===== config.mk =====
export PLATFORM = sky130hd
export DESIGN_NAME = clk_div_gen
export DESIGN_NICKNAME = d
export VERILOG_FILES = /design/src/rtl/clk_div_pkg.sv /design/src/rtl/clk_div_ch.sv /design/src/rtl/clk_div_gen.sv
export SDC_FILE = /design/constraint.sdc
export NUM_CORES = 1
export LEC_CHECK = 0
export CORE_ASPECT_RATIO = 0.9
export CORE_UTILIZATION = 36
export DETAILED_ROUTE_END_ITERATION = 16
export PLACE_DENSITY = 0.59
export SLEW_MARGIN = 40
export SYNTH_ARGS = -nofsm -noshare
export SYNTH_HDL_FRONTEND = slang
export SYNTH_SLANG_ARGS = --single-unit

===== constraint.sdc =====
create_clock -name clk -period 4.9 [get_ports clk]
set_input_delay 1.225 -clock clk [delete_from_list [all_inputs] [get_ports clk]]
set_output_delay 1.225 -clock clk [all_outputs]
set_load 0.1 [all_outputs]

===== src/rtl/clk_div_pkg.sv =====
// clk_div_pkg: shared defaults and helpers for the clock divider
package clk_div_pkg;

    localparam int PKG_CNT_W   = 16;
    localparam int PKG_DEF_DIV = 4;

    // ceil(d/2) evaluated one bit wider than any supported divisor so d+1 never overflows
    function automatic logic [32:0] half_up(input logic [32:0] d);
        return (d + 33'd1) >> 1;
    endfunction

endpackage


===== src/rtl/clk_div_ch.sv =====
// clk_div_ch: one divider channel with shadow divisor, tick enable and square-wave output
module clk_div_ch
    import clk_div_pkg::*;
#(
    parameter int CNT_W   = PKG_CNT_W,
    parameter int DEF_DIV = PKG_DEF_DIV
) (
    input  logic             clk,
    input  logic             reset,
    input  logic             en,
    input  logic [CNT_W-1:0] div_val,
    input  logic             load,
    output logic             tick,
    output logic             clk_out,
    output logic             busy
);

    localparam int XW = 33 - CNT_W;

    logic [CNT_W-1:0] cnt, d, s, cnt_nxt, d_nxt;
    logic             pend, wrap, apply, hi;

    assign busy = pend;

    // wrap/apply decisions; clk_out phase uses the divisor in force after this edge
    always_comb begin
        wrap    = (d != '0) && ({1'b0, cnt} == {1'b0, d} - {{CNT_W{1'b0}}, 1'b1});
        apply   = pend && ((d == '0) || (en && wrap));
        d_nxt   = apply ? s : d;
        cnt_nxt = wrap ? '0 : cnt + CNT_W'(1);
        hi      = (d_nxt != CNT_W'(1)) && ({{XW{1'b0}}, cnt_nxt} < half_up({{XW{1'b0}}, d_nxt}));
    end

    // counter, shadow capture, divisor apply and registered outputs
    always_ff @(posedge clk or negedge reset) begin
        if (!reset) begin
            cnt     <= '0;
            d       <= CNT_W'(DEF_DIV);
            s       <= CNT_W'(DEF_DIV);
            pend    <= 1'b0;
            tick    <= 1'b0;
            clk_out <= 1'b0;
        end else begin
            if (load) s <= div_val;
            pend <= load | (pend & ~apply);
            if (apply) d <= s;
            if (d == '0) begin
                cnt     <= '0;
                tick    <= 1'b0;
                clk_out <= 1'b0;
            end else if (en) begin
                cnt     <= cnt_nxt;
                tick    <= wrap;
                clk_out <= hi;
            end else begin
                tick    <= 1'b0;
            end
        end
    end

endmodule


===== src/rtl/clk_div_gen.sv =====
// clk_div_gen: N_CH independent runtime-programmable clock-enable/divided-clock channels
module clk_div_gen
    import clk_div_pkg::*;
#(
    parameter int N_CH    = 2,
    parameter int CNT_W   = PKG_CNT_W,
    parameter int DEF_DIV = PKG_DEF_DIV
) (
    input  logic                  clk,
    input  logic                  reset,
    input  logic                  en,
    input  logic [N_CH*CNT_W-1:0] div_val,
    input  logic [N_CH-1:0]       load,
    output logic [N_CH-1:0]       tick,
    output logic [N_CH-1:0]       clk_out,
    output logic [N_CH-1:0]       busy
);

    for (genvar g = 0; g < N_CH; g++) begin : g_ch
        clk_div_ch #(
            .CNT_W   (CNT_W),
            .DEF_DIV (DEF_DIV)
        ) u_ch (
            .clk     (clk),
            .reset   (reset),
            .en      (en),
            .div_val (div_val[g*CNT_W +: CNT_W]),
            .load    (load[g]),
            .tick    (tick[g]),
            .clk_out (clk_out[g]),
            .busy    (busy[g])
        );
    end

endmodule


Yosys cells after proc, flatten, opt, wreduce, memory -nomap -nowiden. Cells that the tools add are included.

Flip-flop bits (word level): 102. Input bits: 37. Output and inout port bits: 6. Word-level logic and storage cells: 62.

Add/sub/neg operators: 6. $lt $le $gt $ge: 2. Eq/ne operators: 4. Mux-type cells: 16. Bitwise gates (word level): 6. Reduce and logical (&&, ||, !) cells: 16.

Operators by type and width (number): $mux 16 (8); $lt 16x32->1 (2); $add 16x1->17 const B (2); $eq 16x17->1 (2); $sub 16x1->17 const B (2); $add 16x1->16 const B (2); $logic_not 16->1 (2); $ne 16x1->1 const B (2); $reduce_bool 16->1 (2); $logic_and 1x1->1 (8); $mux 1 (8); $reduce_bool 2->1 (2); $and 1x1->1 (2); $logic_or 1x1->1 (2); $not 1->1 (2); $or 1x1->1 (2).

Depth between registers and ports, before layout. Gate-level depths: netlist of run 1.

Depth after elaboration: 12. Depth in mapped cells: 26. Gate-level depth less buffers: 24.

Cells and area by module. From an unflattened synthesis of run 1, not the netlist that was laid out.

Cell total of the unflattened synthesis: 926. Area total of the unflattened synthesis: 7970.1 um^2.

By module, submodules not included: clk_div_ch (times used 2, cells each 463, area an instance 3985.1 um^2, seq. area each 1278.7 um^2).

Worst setup path after synthesis of run 1. OpenSTA, ideal clock, no wires.

Kind: register to register. From: reg g_ch[0].u_ch.d[0]. To: reg g_ch[0].u_ch.clk_out. Setup time: 0.068 ns. Data arrival time: 5.164 ns. Required time: 4.832 ns. Slack: -0.332 ns. Cell stages (with the launch flop): 27. Buffers on the path: 2. Period minus slack after synthesis: 5.232 ns. Path through: dfrtp_1 -> inv_1 -> ha_1 -> or4b_4 -> or3_1 -> a2111oi_2 -> o2111ai_1 -> nor4_2 -> a31oi_1 -> buf_2 -> buf_1 -> mux2_2 -> ha_1 -> nand2_1 -> nor2_1 -> xnor2_1 -> ha_1 -> a21oi_1 -> nor2b_1 -> o21ai_0 -> nand2b_1 -> a21oi_1 -> nor2b_1 -> o21ai_0 -> nand2b_1 -> a2111oi_0 -> a32o_1.

Longest elaborated chain between the ends: 12. Elaborated cells on any way between the ends: 17. Classes of those cells: add/sub: 2; order compare: 1; eq/ne: 2; mux: 4; reduce/logical: 8.

Ends and longest elaborated chain: from (decl) (RTL line clk_div_ch.sv:20) `logic [CNT_W-1:0] cnt, d, s, cnt_nxt, d_nxt;`; from (signal assigned) (RTL line clk_div_ch.sv:38) `d <= CNT_W'(DEF_DIV);`; from (signal assigned) (RTL line clk_div_ch.sv:46) `if (apply) d <= s;`; $sub 16x1->17 (RTL line clk_div_ch.sv:27) `wrap = (d != '0) && ({1'b0, cnt} == {1'b0, d} - {{CNT_W{1'b0}}, 1'b1});`; $eq 16x17->1 (RTL line clk_div_ch.sv:27); $logic_and 1x1->1 (RTL line clk_div_ch.sv:27); $logic_and 1x1->1 (RTL line clk_div_ch.sv:28) `apply = pend && ((d == '0) || (en && wrap));`; $logic_or 1x1->1 (RTL line clk_div_ch.sv:28); $logic_and 1x1->1 (RTL line clk_div_ch.sv:28); $mux 16 (*) (RTL line clk_div_ch.sv:29) `d_nxt = apply ? s : d;`; via g_ch[0].u_ch.d_nxt[0] (RTL line clk_div_ch.sv:20); $add 16x1->17 (RTL line clk_div_pkg.sv:9) `return (d + 33'd1) >> 1;`; $lt 16x32->1 (RTL line clk_div_ch.sv:31) `hi = (d_nxt != CNT_W'(1)) && ({{XW{1'b0}}, cnt_nxt} < half_up({{XW{1'b0}}, d_nxt}));`; $logic_and 1x1->1 (*) (RTL line clk_div_ch.sv:31); $mux 1 (*) (RTL line clk_div_ch.sv:51) `end else if (en) begin`; $mux 1 (*) (RTL line clk_div_ch.sv:47) `if (d == '0) begin`; to (signal assigned) (RTL line clk_div_ch.sv:54) `clk_out <= hi;`; to (decl) (RTL line clk_div_ch.sv:14) `output logic clk_out,`.

Mark *: on every way through the listed nets, which the timed path passes. The rest lies on a longest branch. The select of a mux whose other input is x is not followed. A chain may end at the register's enable or synchronous reset.

Worst setup path after layout of run 1.
From: reg g_ch[0].u_ch.d[1]. To: reg g_ch[0].u_ch.clk_out.

Longest elaborated chain between the ends: 12. Elaborated cells on any way between the ends: 17. Classes of those cells: add/sub: 2; order compare: 1; eq/ne: 2; mux: 4; reduce/logical: 8.

Ends and longest elaborated chain (RTL line): $sub 16x1->17 (clk_div_ch.sv:27); $eq 16x17->1 (clk_div_ch.sv:27); $logic_and 1x1->1 (clk_div_ch.sv:27); $logic_and 1x1->1 (clk_div_ch.sv:28); $logic_or 1x1->1 (*) (clk_div_ch.sv:28); $logic_and 1x1->1 (*) (clk_div_ch.sv:28); $mux 16 (*) (clk_div_ch.sv:29); via g_ch[0].u_ch.d_nxt[0] (clk_div_ch.sv:20); $add 16x1->17 (clk_div_pkg.sv:9); $lt 16x32->1 (clk_div_ch.sv:31); $logic_and 1x1->1 (*) (clk_div_ch.sv:31); $mux 1 (*) (clk_div_ch.sv:51); $mux 1 (*) (clk_div_ch.sv:47).

Marked as above.

==> out/summary.txt, run 1 <==
Die Wd: 153.2 µm
Yosys cell types: 65
WL/cell: 16.92 µm
worst-path fanout max: 5
root cell of the clock tree: clkbuf_16
I/O Buffers: 42
Synth Area per Inst: 9.052 µm²
worst endpoint required time: 5.20 ns
final hold violations: 0
GP Congestion: 0.8940
die height: 138.1 µm
Post-synth EDFFs: 0
H-Tree Depth: 3
top cell type's share of synthesized area: 33.12%
fin nets: 944
Static Leak: 0.003871 µW
largest cells by area after synthesis: dfrtp_1 33%, mux2_2 7.5%, xnor2_1 6.6%, ha_1 6.4%, nor2_1 4.8%
number of vias per cell: 5.420
Max-Cap Viols: 0
HPWL Detailed: 14.42 mm
number of cell rows: 49
worst slew pin tran: 0.7576 ns
Reg-to-Reg End: g_ch[0].u_ch.clk_out$_DFFE_PN0P_
share of power burned in registers: 36.5%
Worst setup startpoint: g_ch[0].u_ch.d[1]$_DFF_PN0_
Clock Power Share: 25.0%
Cell Int Power: 2035 µW
async set or reset register ratio after synthesis: 100.0%
total I/O pin count: 43
Setup Crit Path Kind: flop to flop
via count: 6119
DRC: 0
fmax: 208.1 MHz
Core Box Area: 0.02005 mm²
synth-to-layout area growth: 18.42%
Final Max Tran Viols: 0
vias in the first global route: 5835
GRT overflow: 0
global-route wire length before repair: 31.42 mm
later-pin clock latency in the skew report: 0.36 ns
minimum clock period: 4.806 ns
startpoint types: flop
initial antenna violation count: 0
status: finished clean
crit path DAT: 5.10 ns
pin count of the biggest net entering global routing: 68
Slew headroom: 49.34%
post-synth net total: 893
Worst VDD drop: 0.0002211 V
Setup crit end kind: flop
drt pass-1 iters: 5
CTS Buf Count: 9
Antenna Cells: 0
setup TNS: 0 ns
P_sw: 1217 µW
most frequent cells in the layout: 98 x dfrtp_1, 94 x nor2_1, 56 x xnor2_1
Final Util: 43.74%
ys flop type: dfrtp_1
RSZ-0062 raised after global routing: yes
combinational fraction of design power: 38.5%
sequential share of the synthesized area: 34.54%
worst r2r src: g_ch[0].u_ch.d[1]$_DFF_PN0_
Initial Util: 36.93%
Critical Path Sink: g_ch[0].u_ch.clk_out$_DFFE_PN0P_
fillers: 1914
R2R setup slack: 0.09 ns
final antenna-violating net count: 0
fraction of layout instances using a drive strength above 1: 18.42%
Cells after Synth: 818
Setup-failing EPs final: 0
CTS tree: yes
Clock transition at path regs: 0.07 ns
most common cell after layout, fill and taps aside: dfrtp_1
Hold Startpoint: g_ch[1].u_ch.clk_out$_DFFE_PN0P_
Power Density: 370.9 mW/mm²
clk_skew: 0.009155 ns
initial DRC count: 476
Hold Path Class: flop to flop
Sw Ratio: 37.43%
Total GRT Usage: 18.58%
worst-case reg-to-reg path depth: 25
FF+latch count, synth: 102
TritonCTS Sinks: 102
Cell Area, Synth: 0.007405 mm²
Routed WL: 19.11 mm
clock buffer depth: 2
Synth area leader: dfrtp_1
fin crit share: 98.09%
die area: 0.02115 mm²
Syn. warnings: 0
kinds of logic (layout without fill, tap and decap cells):
| logic type | count (synthesis) | after routing | synth area share, % |
|---|---|---|---|
| and+or+nand+nor | 301 | 301 | 20.97 |
| AOI/OAI and AO/OA | 123 | 123 | 10.85 |
| DFF | 102 | 102 | 34.54 |
| xor gates and xnor gates | 90 | 90 | 10.65 |
| muxes | 83 | 83 | 12.05 |
| buffers and inverters | 81 | 137 | 4.528 |
| adders and majority gates | 38 | 38 | 6.421 |
layout make-up:
class                      instances  area, µm²  area share (%)
timing repair buffer              92      773.2           8.818
clock inverter                     6      91.34           1.042
multi-input combinational        635       4679           53.37
tap                              255      319.1           3.639
inverter                          29      108.9           1.241
clock buffer                      10      239.0           2.725
sequential                       102       2557           29.17
stage by stage:
step	total power [µW]	hold slack, ns	instance area (µm²)	instances	setup WS (ns)
4_1_cts	3253	0.5328	8705	1129	0.002099
3_3_place_gp	2407	0.5206	8335	1112	0.06603
3_5_place_dp	2424	0.5211	8309	1112	-0.06317
2_1_floorplan	2023	0.4980	7428	818	-0.03896
5_1_grt	3477	0.5550	8768	1129	-0.1300
6_report	3252	0.5316	8768	1129	0.09350
layer usage:
layer  GRT usage (%)  routed length (µm)
met5               0                   0
met4           4.147                 177
met3           2.476                 630
met2           27.04                8272
met1           28.84               10030
critical path: stages, from the launching register on:
cell       delay, ns
dfrtp_1         0.39
inv_2           0.07
ha_4            0.13
or4b_4          0.47
buf_6           0.15
or4_4           0.47
o21ai_2         0.17
o2111ai_2       0.16
nor4_4          0.24
a31oi_4         0.16
mux2_4          0.35
ha_4            0.18
nand2_4         0.06
nor2_2          0.04
xnor2_1         0.14
ha_1            0.33
a21oi_2         0.13
nor2b_1         0.06
o21ai_1         0.11
nand2b_1        0.06
a21oi_1         0.14
nor2b_1         0.06
o21ai_1         0.11
nand2b_1        0.10
a2111oi_4       0.31
a32o_1          0.16
cell usage after synthesis (all sizes together) (5+ instances only):
master,count
nand4,23
mux2i,34
a21o,9
nand2b,8
nand3,27
nand3b,9
o21ai,33
and2,5
mux2,49
xnor2,56
and3,17
buf,19
inv,28
dfrtp,98
nor2,95
or3,5
ha,38
nor4,15
a31oi,12
clkbuf,33
xor2,34
a21oi,29
and4,7
nor3,22
nand2,42
nor2b,9
worst min-delay path by stage:
| stage | end | slack [ns] | cells past startpoint |
|---|---|---|---|
| 2_1_floorplan | g_ch[0].u_ch.s[12]$_DFFE_PN0P_ | 0.50 | 1 |
| 3_3_place_gp | g_ch[0].u_ch.s[15]$_DFFE_PN0P_ | 0.52 | 1 |
| 3_5_place_dp | g_ch[1].u_ch.clk_out$_DFFE_PN0P_ | 0.52 | 2 |
| 4_1_cts | g_ch[1].u_ch.clk_out$_DFFE_PN0P_ | 0.53 | 2 |
| 5_1_grt | g_ch[1].u_ch.s[0]$_DFFE_PN0P_ | 0.56 | 1 |
| 6_report | g_ch[1].u_ch.clk_out$_DFFE_PN0P_ | 0.53 | 2 |
power groups by stage:
stage / Combinational, µW / Sequential (µW) / Clock [µW]
2_1_floorplan: 908 / 1120 / 0
3_3_place_gp: 1210 / 1200 / 0
3_5_place_dp: 1220 / 1200 / 0
4_1_cts: 1230 / 1190 / 833
5_1_grt: 1400 / 1210 / 867
6_report: 1250 / 1190 / 813
state kept, by name, summed over array words and instances, names as in the netlist:
register / cells
g_ch.u_ch.cnt: 32
g_ch.u_ch.d: 32
g_ch.u_ch.s: 32
g_ch.u_ch.busy: 2
g_ch.u_ch.clk_out: 2
g_ch.u_ch.tick: 2
what timing repair did:
action / CTS / global route
buffers inserted: 1 / 0
endpoints found under the setup margin: 1 / 2
endpoints found under the hold margin: 0 / 0
gates resized for setup: 13 / 14
hold buffers: 0 / 0
pin swaps: 9 / 5
Note: power is estimated with default switching activity, not from simulation.
==> inputs of run 2 (changes only) <==
--- a/config.mk
+++ b/config.mk
@@ -5,7 +5,6 @@
 export SDC_FILE = /design/constraint.sdc
 export NUM_CORES = 1
 export LEC_CHECK = 0
-export CORE_ASPECT_RATIO = 0.9
 export CORE_UTILIZATION = 36
 export DETAILED_ROUTE_END_ITERATION = 16
 export PLACE_DENSITY = 0.59
==> constraint.sdc (replaced) <==
create_clock -name clk -period 4.1 [get_ports clk]
set_input_delay 1.025 -clock clk [delete_from_list [all_inputs] [get_ports clk]]
set_output_delay 1.025 -clock clk [all_outputs]
set_load 0.1 [all_outputs]
==> out/summary.txt, run 2 (same netlist as run 1, synthesis figures left out) <==
Setup Crit Path Kind: flop to flop
fmax: 213.8 MHz (+2.8%)
global-route wire length before repair: 34.42 mm (+9.6%)
Cell Int Power: 2696 µW (+32%)
DP Cell Count: 1232 (+11%)
synth-to-layout area growth: 31.73%
Core Box Area: 0.02017 mm² (+0.61%)
initial DRC count: 414 (-13%)
Slew headroom: 49.36% (about the same)
total I/O pin count: 43 (unchanged)
Final Max Tran Viols: 0 (unchanged)
setup ws final: -0.5770 ns (-0.6705 ns)
most common cell after layout, fill and taps aside: buf_4
Setup crit end kind: flop
H-Tree Depth: 3 (unchanged)
Power Density: 442.5 mW/mm² (+19%)
R2R setup slack: -0.58 ns (-0.67 ns)
WL/cell: 16.47 µm (-2.7%)
crit path DAT: 4.98 ns (-0.12 ns)
Clock transition at path regs: 0.08 ns (about the same)
clk_skew: 0.008895 ns (-0.0002600 ns)
die height: 145.4 µm (+5.3%)
Sw Ratio: 37.54% (+0.11 points)
worst-path fanout max: 4 (-1)
P_sw: 1620 µW (+33%)
setup TNS: -0.8061 ns (-0.8061 ns)
clock buffer depth: 2 (unchanged)
worst slew pin tran: 0.7572 ns (-0.0003787 ns)
TritonCTS Sinks: 102 (unchanged)
I/O Buffers: 42 (unchanged)
most frequent cells in the layout: 159 x buf_4, 97 x dfrtp_1, 92 x nor2_1
share of power burned in registers: 31.8% (-4.7 points)
die area: 0.02115 mm² (about the same)
CTS Buf Count: 9 (unchanged)
combinational fraction of design power: 47.8% (+9.3 points)
fillers: 1934 (+1.0%)
Static Leak: 0.004478 µW (+16%)
post-route insts no fill: 1259 (+12%)
status: complete, but fails checks
final antenna-violating net count: 0 (unchanged)
Total GRT Usage: 20.40% (+1.8 points)
Hold Path Class: flop to flop
Die Wd: 145.4 µm (-5.1%)
Antenna Cells: 0 (unchanged)
GP Congestion: 0.8666 (-3.1%)
GRT overflow: 0 (unchanged)
root cell of the clock tree: clkbuf_16
pin count of the biggest net entering global routing: 55 (-19%)
cts hold-fix bufs: 0 (unchanged)
initial antenna violation count: 0 (unchanged)
largest registers: g_ch.u_ch.cnt: 32 flops, g_ch.u_ch.d: 32 flops, g_ch.u_ch.s: 32 flops
fin crit share: 114.1% (+16 points)
startpoint types: flop
later-pin clock latency in the skew report: 0.36 ns (about the same)
fin nets: 1059 (+12%)
vias in the first global route: 6557 (+12%)
Setup-failing EPs final: 2 (+2)
final hold violations: 0 (unchanged)
Initial Util: 36.71% (-0.22 points)
DRC: 0 (unchanged)
Routed WL: 20.73 mm (+8.5%)
via count: 6606 (+8.0%)
fraction of layout instances using a drive strength above 1: 30.03% (+12 points)
worst endpoint required time: 4.40 ns (-0.80 ns)
Clock Power Share: 20.4% (-4.6 points)
minimum clock period: 4.677 ns (-0.1295 ns)
number of vias per cell: 5.247 (-3.2%)
HPWL Detailed: 15.86 mm (+10%)
drt pass-1 iters: 5 (unchanged)
CTS tree: yes
Worst VDD drop: 0.0003042 V (+38%)
RSZ-0062 raised after global routing: yes
failing checks: negative setup slack
Max-Cap Viols: 0 (unchanged)
number of cell rows: 52 (+6.1%)
-- run 2: cell type report --
type / instances / area (µm²) / area share, %
multi-input cells: 635 / 4785 / 49.05
flip-flops and latches: 102 / 2559 / 26.23
repair buffers: 207 / 1674 / 17.16
well taps: 270 / 337.8 / 3.463
clock buffers: 10 / 239.0 / 2.450
inverters: 29 / 108.9 / 1.116
clock inverters: 6 / 51.30 / 0.5259
-- run 2: per-stage QoR --
step                util [%]  area [µm²]  worst slack (ns)  hold WS, ns  power, µW
floorplan                  -        7546           -0.5979       0.4980       2491
global placement       45.79        9236           -0.4955       0.5376       3187
detailed placement     45.65        9206           -0.5782       0.5282       3216
CTS                    47.91        9663           -0.5904       0.5447       4218
global route           48.36        9754           -0.8714       0.5715       4613
finish                 48.36        9754           -0.5770       0.5405       4316
-- run 2: final timing paths --
path	cells past startpoint	startpoint	endpoint
min in group asynchronous	1	reset	g_ch[0].u_ch.s[0]$_DFFE_PN0P_
worst min register to register	1	g_ch[0].u_ch.s[15]$_DFFE_PN0P_	g_ch[0].u_ch.s[15]$_DFFE_PN0P_
worst max-delay path	24	g_ch[0].u_ch.d[1]$_DFF_PN0_	g_ch[0].u_ch.clk_out$_DFFE_PN0P_
worst max register to register	24	g_ch[0].u_ch.d[1]$_DFF_PN0_	g_ch[0].u_ch.clk_out$_DFFE_PN0P_
max in group asynchronous	2	reset	g_ch[0].u_ch.s[2]$_DFFE_PN1P_
worst min-delay path	1	g_ch[0].u_ch.s[15]$_DFFE_PN0P_	g_ch[0].u_ch.s[15]$_DFFE_PN0P_
-- run 2: critical path: stages (launching register included) --
cell,delay (ns)
dfrtp_1,0.39
inv_2,0.07
ha_4,0.12
or4b_4,0.45
or3_1,0.33
a2111oi_2,0.31
o2111ai_1,0.22
nor4_4,0.25
a31oi_4,0.16
mux2_4,0.35
ha_4,0.18
nand2_2,0.06
nor2_1,0.05
xnor2_1,0.13
ha_1,0.30
a21oi_1,0.15
nor2b_1,0.06
o21ai_1,0.11
nand2b_1,0.07
a21oi_1,0.12
nor2b_1,0.06
o21ai_1,0.11
nand2b_1,0.08
a2111oi_2,0.31
a32o_1,0.17
-- run 2: routing by layer --
layer | GRT usage (%) | up-vias | part of all wire (%)
met3 | 2.602 | 17 | 3.3
met5 | 0 | - | 0
met4 | 4.684 | 0 | 1.0
met1 | 29.30 | 3219 | 49
li1 | - | 3256 | -
met2 | 32.62 | 114 | 46
-- run 2: power groups by stage --
| stage | logic, µW | registers, µW | clock network [µW] |
|---|---|---|---|
| 2_1_floorplan | 1150 | 1340 | 0 |
| 3_3_place_gp | 1810 | 1380 | 0 |
| 3_5_place_dp | 1830 | 1380 | 0 |
| 4_1_cts | 1950 | 1370 | 901 |
| 5_1_grt | 2280 | 1400 | 938 |
| 6_report | 2060 | 1370 | 881 |
-- run 2: what timing repair did --
item / 4_1_cts / 5_1_grt
pin swaps: 6 / 18
resized for setup: 21 / 16
gates cloned: 1 / 0
buffers inserted: 4 / 7
setup endpoints to repair: 2 / 2
